`src/rtl/phase_seq.sv`:
```
// phase_seq: drives a step engine across a runtime block range with
// bounded per-block retry, draining abort and fail-location reporting.
`timescale 1ns/1ps
module phase_seq #(
    parameter int N = 4,
    parameter int L = 8,
    parameter int K = 16,
    parameter int MAX_RETRY = 1,
    localparam int NB = K / N,
    localparam int CB = $clog2(NB + 1),
    localparam int FW = $clog2(L * K / N + 2 * N + 1),
    localparam int RW = (MAX_RETRY > 0) ? $clog2(MAX_RETRY + 1) : 1
) (
    input  logic          clk,
    input  logic          rst,
    input  logic          start,
    input  logic          last_phase,
    input  logic [CB-1:0] start_block,
    input  logic [CB-1:0] end_block,
    input  logic          abort,
    output logic          busy,
    output logic          done,
    output logic          fail,
    output logic          aborted,
    output logic          range_err,
    output logic [CB-1:0] fail_block,
    output logic [CB-1:0] steps_ok,
    output logic          step_start,
    output logic [CB-1:0] step_col_block,
    output logic [FW-1:0] step_first_pass_rows,
    output logic          step_functionA,
    output logic          step_last_phase,
    input  logic          step_done,
    input  logic          step_fail
);

    typedef enum logic [2:0] {
        IDLE,
        CHECK,
        ISSUE,
        WAIT,
        FINISH
    } state_t;

    state_t        state_q, state_d;
    logic [CB-1:0] sb_q, sb_d;
    logic [CB-1:0] eb_q, eb_d;
    logic [CB-1:0] col_q, col_d;
    logic [CB-1:0] ok_q, ok_d;
    logic [CB-1:0] fblk_q, fblk_d;
    logic [FW-1:0] fpr_q, fpr_d;
    logic [RW-1:0] retry_q, retry_d;
    logic          abort_q, abort_d;
    logic          fail_q, fail_d;
    logic          aborted_q, aborted_d;
    logic          rerr_q, rerr_d;
    logic          lp_q, lp_d;
    logic          abort_eff;

    // A request seen this cycle counts as much as an earlier one.
    assign abort_eff = abort_q | abort;

    assign busy                 = (state_q != IDLE);
    assign done                 = (state_q == FINISH);
    assign step_start           = (state_q == ISSUE) && !abort_eff;
    assign step_functionA       = (step_start || state_q == WAIT)
                                  && (col_q == sb_q);
    assign fail                 = fail_q;
    assign aborted              = aborted_q;
    assign range_err            = rerr_q;
    assign fail_block           = fblk_q;
    assign steps_ok             = ok_q;
    assign step_col_block       = col_q;
    assign step_first_pass_rows = fpr_q;
    assign step_last_phase      = lp_q;

    always_comb begin
        state_d   = state_q;
        sb_d      = sb_q;
        eb_d      = eb_q;
        col_d     = col_q;
        ok_d      = ok_q;
        fblk_d    = fblk_q;
        fpr_d     = fpr_q;
        retry_d   = retry_q;
        abort_d   = abort_q;
        fail_d    = fail_q;
        aborted_d = aborted_q;
        rerr_d    = rerr_q;
        lp_d      = lp_q;
        unique case (state_q)
            IDLE: begin
                if (start) begin
                    state_d   = CHECK;
                    lp_d      = last_phase;
                    sb_d      = start_block;
                    eb_d      = end_block;
                    col_d     = start_block;
                    fpr_d     = FW'(L) * FW'(start_block) + FW'(L)
                                - FW'(N) * FW'(start_block);
                    abort_d   = 1'b0;
                    retry_d   = '0;
                    ok_d      = '0;
                    fblk_d    = '0;
                    fail_d    = 1'b0;
                    aborted_d = 1'b0;
                    rerr_d    = 1'b0;
                end
            end
            CHECK: begin
                abort_d = abort_eff;
                if (sb_q > eb_q || eb_q >= CB'(NB)) begin
                    rerr_d  = 1'b1;
                    fail_d  = 1'b1;
                    state_d = FINISH;
                end else if (abort_eff) begin
                    aborted_d = 1'b1;
                    state_d   = FINISH;
                end else begin
                    state_d = ISSUE;
                end
            end
            ISSUE: begin
                abort_d = abort_eff;
                if (abort_eff) begin
                    aborted_d = 1'b1;
                    state_d   = FINISH;
                end else begin
                    state_d = WAIT;
                end
            end
            WAIT: begin
                abort_d = abort_eff;
                if (step_done && !step_fail) begin
                    ok_d    = ok_q + CB'(1);
                    retry_d = '0;
                    if (col_q == eb_q) begin
                        state_d = FINISH;
                    end else if (abort_eff) begin
                        aborted_d = 1'b1;
                        state_d   = FINISH;
                    end else begin
                        col_d   = col_q + CB'(1);
                        state_d = ISSUE;
                    end
                end else if (step_done) begin
                    // Retry exhaustion wins over a pending abort.
                    if (int'(retry_q) < MAX_RETRY) begin
                        retry_d = retry_q + RW'(1);
                        state_d = ISSUE;
                    end else begin
                        fail_d  = 1'b1;
                        fblk_d  = col_q;
                        state_d = FINISH;
                    end
                end
            end
            FINISH: state_d = IDLE;
            default: state_d = IDLE;
        endcase
    end

    always_ff @(posedge clk or negedge rst) begin
        if (!rst) begin
            state_q   <= IDLE;
            sb_q      <= '0;
            eb_q      <= '0;
            col_q     <= '0;
            ok_q      <= '0;
            fblk_q    <= '0;
            fpr_q     <= '0;
            retry_q   <= '0;
            abort_q   <= 1'b0;
            fail_q    <= 1'b0;
            aborted_q <= 1'b0;
            rerr_q    <= 1'b0;
            lp_q      <= 1'b0;
        end else begin
            state_q   <= state_d;
            sb_q      <= sb_d;
            eb_q      <= eb_d;
            col_q     <= col_d;
            ok_q      <= ok_d;
            fblk_q    <= fblk_d;
            fpr_q     <= fpr_d;
            retry_q   <= retry_d;
            abort_q   <= abort_d;
            fail_q    <= fail_d;
            aborted_q <= aborted_d;
            rerr_q    <= rerr_d;
            lp_q      <= lp_d;
        end
    end

endmodule

```
`config.mk`:
```
export PLATFORM = sky130hd
export DESIGN_NAME = phase_seq
export DESIGN_NICKNAME = d
export VERILOG_FILES = /design/src/rtl/phase_seq.sv
export SDC_FILE = /design/constraint.sdc
export NUM_CORES = 1
export LEC_CHECK = 0
export ABC_AREA = 1
export BUFFER_PORTS_ARGS = -buffer_cell sky130_fd_sc_hd__buf_2
export CORE_MARGIN = 2
export CORE_UTILIZATION = 54
export CTS_BUF_LIST = sky130_fd_sc_hd__clkbuf_16
export CTS_CLUSTER_SIZE = 24
export DETAILED_ROUTE_END_ITERATION = 16
export GPL_ROUTABILITY_DRIVEN = 0
export PLACE_DENSITY = 0.79
export SETUP_SLACK_MARGIN = 0.3
export SYNTH_ARGS = -nofsm -noshare
export SYNTH_HDL_FRONTEND = slang
export SYNTH_SLANG_ARGS = --single-unit
```
`constraint.sdc`:
```
create_clock -name clk -period 2.05 [get_ports clk]
set_clock_uncertainty 0.1 [all_clocks]
set_input_delay 0.41 -clock clk [delete_from_list [all_inputs] [get_ports clk]]
set_output_delay 0.41 -clock clk [all_outputs]
set_load 0.03 [all_outputs]
```
==> summary.md <==
| Metric | Value |
|---|---|
| Outcome | `completed` |
| CTS root buffer | `clkbuf_16` |
| Initial DRT Pass Iterations | `4` |
| Post-DP HPWL | `2.60 mm` |
| Vias per cell | `slightly above 5` |
| Multi-input logic area | `around 870 um2` |
| Crit path arrival time | `around 1.4 ns` |
| Cells after DPL | `270` |
| Leading cell type in the layout, fill and taps excluded | `nand2_1` |
| Syn Inst Count | `roughly 210` |
| Die height | `roughly 60 um` |
| LEAKAGE | `roughly 0.0011 uW` |
| Core box area | `between 2000 and 3000 um2` |
| Hold Violations, Final | `0` |
| Part of the cycle the worst path needs | `between 90% and 100%` |
| Max Cap Violations | `0` |
| R2r setup slk | `0.37 ns` |
| H-tree depth | `1` |
| Achievable Freq | `about 540 MHz` |
| RSZ-0062 raised after global routing | `yes` |
| Fin crit period | `1.86 ns` |
| Max rail drop VDD | `between 0.7 and 0.8 mV` |
| Initial Util | `55.6%` |
| CP required | `roughly 1.5 ns` |
| Syn avg cell area | `between 7 and 8 um2` |
| Setup TNS | `0 ns` |
| Reg clk slew, reported paths | `0.07 ns` |
| IO buf count | `33` |
| Post-synth cell types | `30` |
| Pin count of the biggest net entering global routing | `28` |
| Layout Nets | `approximately 270` |
| Row cnt | `20` |
| Syn Std Cell Area | `1660 um2` |
| Layout cell share with drive strength beyond 1 | `around 34%` |
| Clock latency on the worst-skew pair | `roughly 0.26 ns` |
| Antenna cell count | `0` |
| Commonest non-fill, non-tap cells in the layout | `48 x nand2_1, 32 x buf_2, 23 x dfrtp_1` |
| First-pass GRT wire length | `approximately 5.7 mm` |
| Hold_buf cts | `0` |
| Fill cells | `approximately 280` |
| Gr ovfl total | `0` |
| Boundary Pins | `36` |
| Die Area | `between 3000 and 4000 um2` |
| Die Width | `about 60 um` |
| Clock Power Share | `between 10% and 20%` |
| Final Max Slew Viols | `0` |
| Worst setup EP type | `primary output` |
| Critical Path Source Type | `flop` |
| Sequential fraction of design power | `between 20% and 30%` |
| Hold WC Path Type | `primary input to async pin` |
| Cts bufs inserted | `3` |
| Final Instance Count excl. Fillers | `between 200 and 300` |
| Switch Pwr | `between 1500 and 2000 uW` |
| Post-synthesis sequential area ratio | `roughly two fifths` |
| Combinational power share | `between 50% and 60%` |
| Final ANT Viol Nets | `0` |
| DRT iter0 DRCs | `between 40 and 50` |
| Max FO, Critical Path | `4` |
| Yosys Warn Count | `0` |
| CTS tree | `built` |
| Power Dens Cells | `about 1600 nW/um2` |
| # clock sinks | `27` |
| #FFs+latches synth | `27` |
| Net Sw Frac | `between 40% and 50%` |
| Max-Slew Margin vs Limit | `about 58%` |
| Seq. cell area | `between 600 and 700 um2` |
| Total number of vias | `~1400` |
| Count of final setup violators | `0` |
| Antenna violations before repair | `0` |
| Clock tree buffer depth | `2` |
| DRC | `0` |
| All-Layer GR Usage | `around 22%` |
| Routed WL | `3.59 mm` |
| Worst Tran Pin Value | `0.626 ns` |
| WL/cell | `approximately 13 um` |
| Layout area overhead | `23.4%` |
| Crit path kind | `flop to primary output` |
| Internal | `roughly 1700 uW` |
| Vias in the first global route | `between 1000 and 1500` |
[logic make-up (layout without fill, tap and decap cells)]
kind of cell             count (synthesis)  count (layout)  synth area share (%)
AO/OA/AOI/OAI                           34              34                  11.0
adder cells (fa/ha/maj)                  9               9                  6.80
buffers and inverters                   39              80                  10.3
other                                    1               2                 0.226
flip-flops                              27              27                  40.8
XOR/XNOR                                 8               8                  4.23
AND/OR/NAND/NOR                         90              90                  26.6
[path summary, 6_finish.rpt]
check | from | to | cells past startpoint
min in group clk | last_phase | step_last_phase$_DFFE_PN0P_ | 3
min reg2reg | step_last_phase$_DFFE_PN0P_ | step_last_phase$_DFFE_PN0P_ | 2
max in group asynchronous | rst | step_col_block[2]$_DFFE_PN0P_ | 1
min | rst | step_first_pass_rows[4]$_DFFE_PN0P_ | 1
max | state_q[2]$_DFFE_PN0P_ | step_functionA | 6
max reg2reg | sb_q[2]$_DFFE_PN0P_ | aborted$_DFFE_PN0P_ | 9
[registers in the layout, indices dropped and copies added, names as in the netlist]
name                  flops
eb_q                      3
step_col_block            3
steps_ok                  3
range_err                 1
aborted                   1
fail                      1
fail_block                3
sb_q                      3
abort_q                   1
retry_q                   1
state_q                   3
step_last_phase           1
step_first_pass_rows      3
[power groups by stage]
stage / registers (uW) / clock network [uW] / logic [uW]
floorplan: 1110 / 0 / 1120
global placement: 932 / 0 / 1620
finish: 933 / 451 / 1840
detailed placement: 940 / 0 / 1670
global route: 960 / 476 / 2060
CTS: 935 / 455 / 1740
[through the flow]
step / area, um2 / total power, uW / util [%] / hold WS (ns) / setup slack [ns]
final: 2040 / 3230 / 68.7 / 0.0547 / 0.193
after global routing: 2040 / 3490 / 68.7 / 0.0983 / 0.160
after CTS: 1990 / 3130 / 66.9 / 0.0808 / 0.186
after detailed placement: 1850 / 2600 / 62.3 / 0.365 / 0.217
after global placement: 1850 / 2550 / 62.3 / 0.349 / 0.245
after floorplan: 1680 / 2230 / - / 0.0144 / 0.318
[timing repair]
action	CTS	global route
gates resized for setup	8	5
setup endpoints to repair	2	8
gates cloned	0	0
setup buffers	4	5
pin swaps	3	3
hold endpoints to repair	0	0
[final cells by class]
type / instances / share of cell area, %
flip-flops and latches: 27 / 33.3
repair buffers: 44 / 12.4
inverters: 32 / 6.00
multi-input cells: 143 / 42.4
clock buffers: 3 / 3.67
clock inverters: 1 / 0.245
well taps: 33 / 2.02
[cell usage after synthesis (all sizes together)]
| cell | number | area [um2] |
|---|---|---|
| xnor2 | 6 | 52.6 |
| clkbuf | 1 | 5.00 |
| dfrtp | 27 | 676 |
| o31ai | 2 | 15.0 |
| inv | 32 | 123 |
| nand2 | 57 | 251 |
| nand4 | 2 | 12.5 |
| nor2 | 15 | 85.1 |
| nand3 | 14 | 75.1 |
| buf | 6 | 43.8 |
| ha | 9 | 113 |
| and3 | 1 | 6.26 |
| o21ai | 20 | 104 |
| nor3 | 1 | 10.0 |
| xor2 | 2 | 17.5 |
| a21oi | 12 | 63.8 |
| conb | 1 | 3.75 |
[metal layers]
layer | part of all wire, % | vias to the layer above | track usage [%]
met3 | 3.8 | 5 | 3.28
met1 | 42 | 666 | 28.3
li1 | - | 739 | -
met5 | 0 | - | 0
met2 | 53 | 27 | 37.8
met4 | 1.3 | 0 | 7.79
[worst max-delay path, cell delays in order (launching register included)]
cell,delay (ns)
dfrtp_1,0.39
inv_2,0.12
nand3_4,0.10
nor2_4,0.15
inv_2,0.06
a21oi_4,0.12
buf_6,0.14
Note: power is estimated with default switching activity, not from simulation.
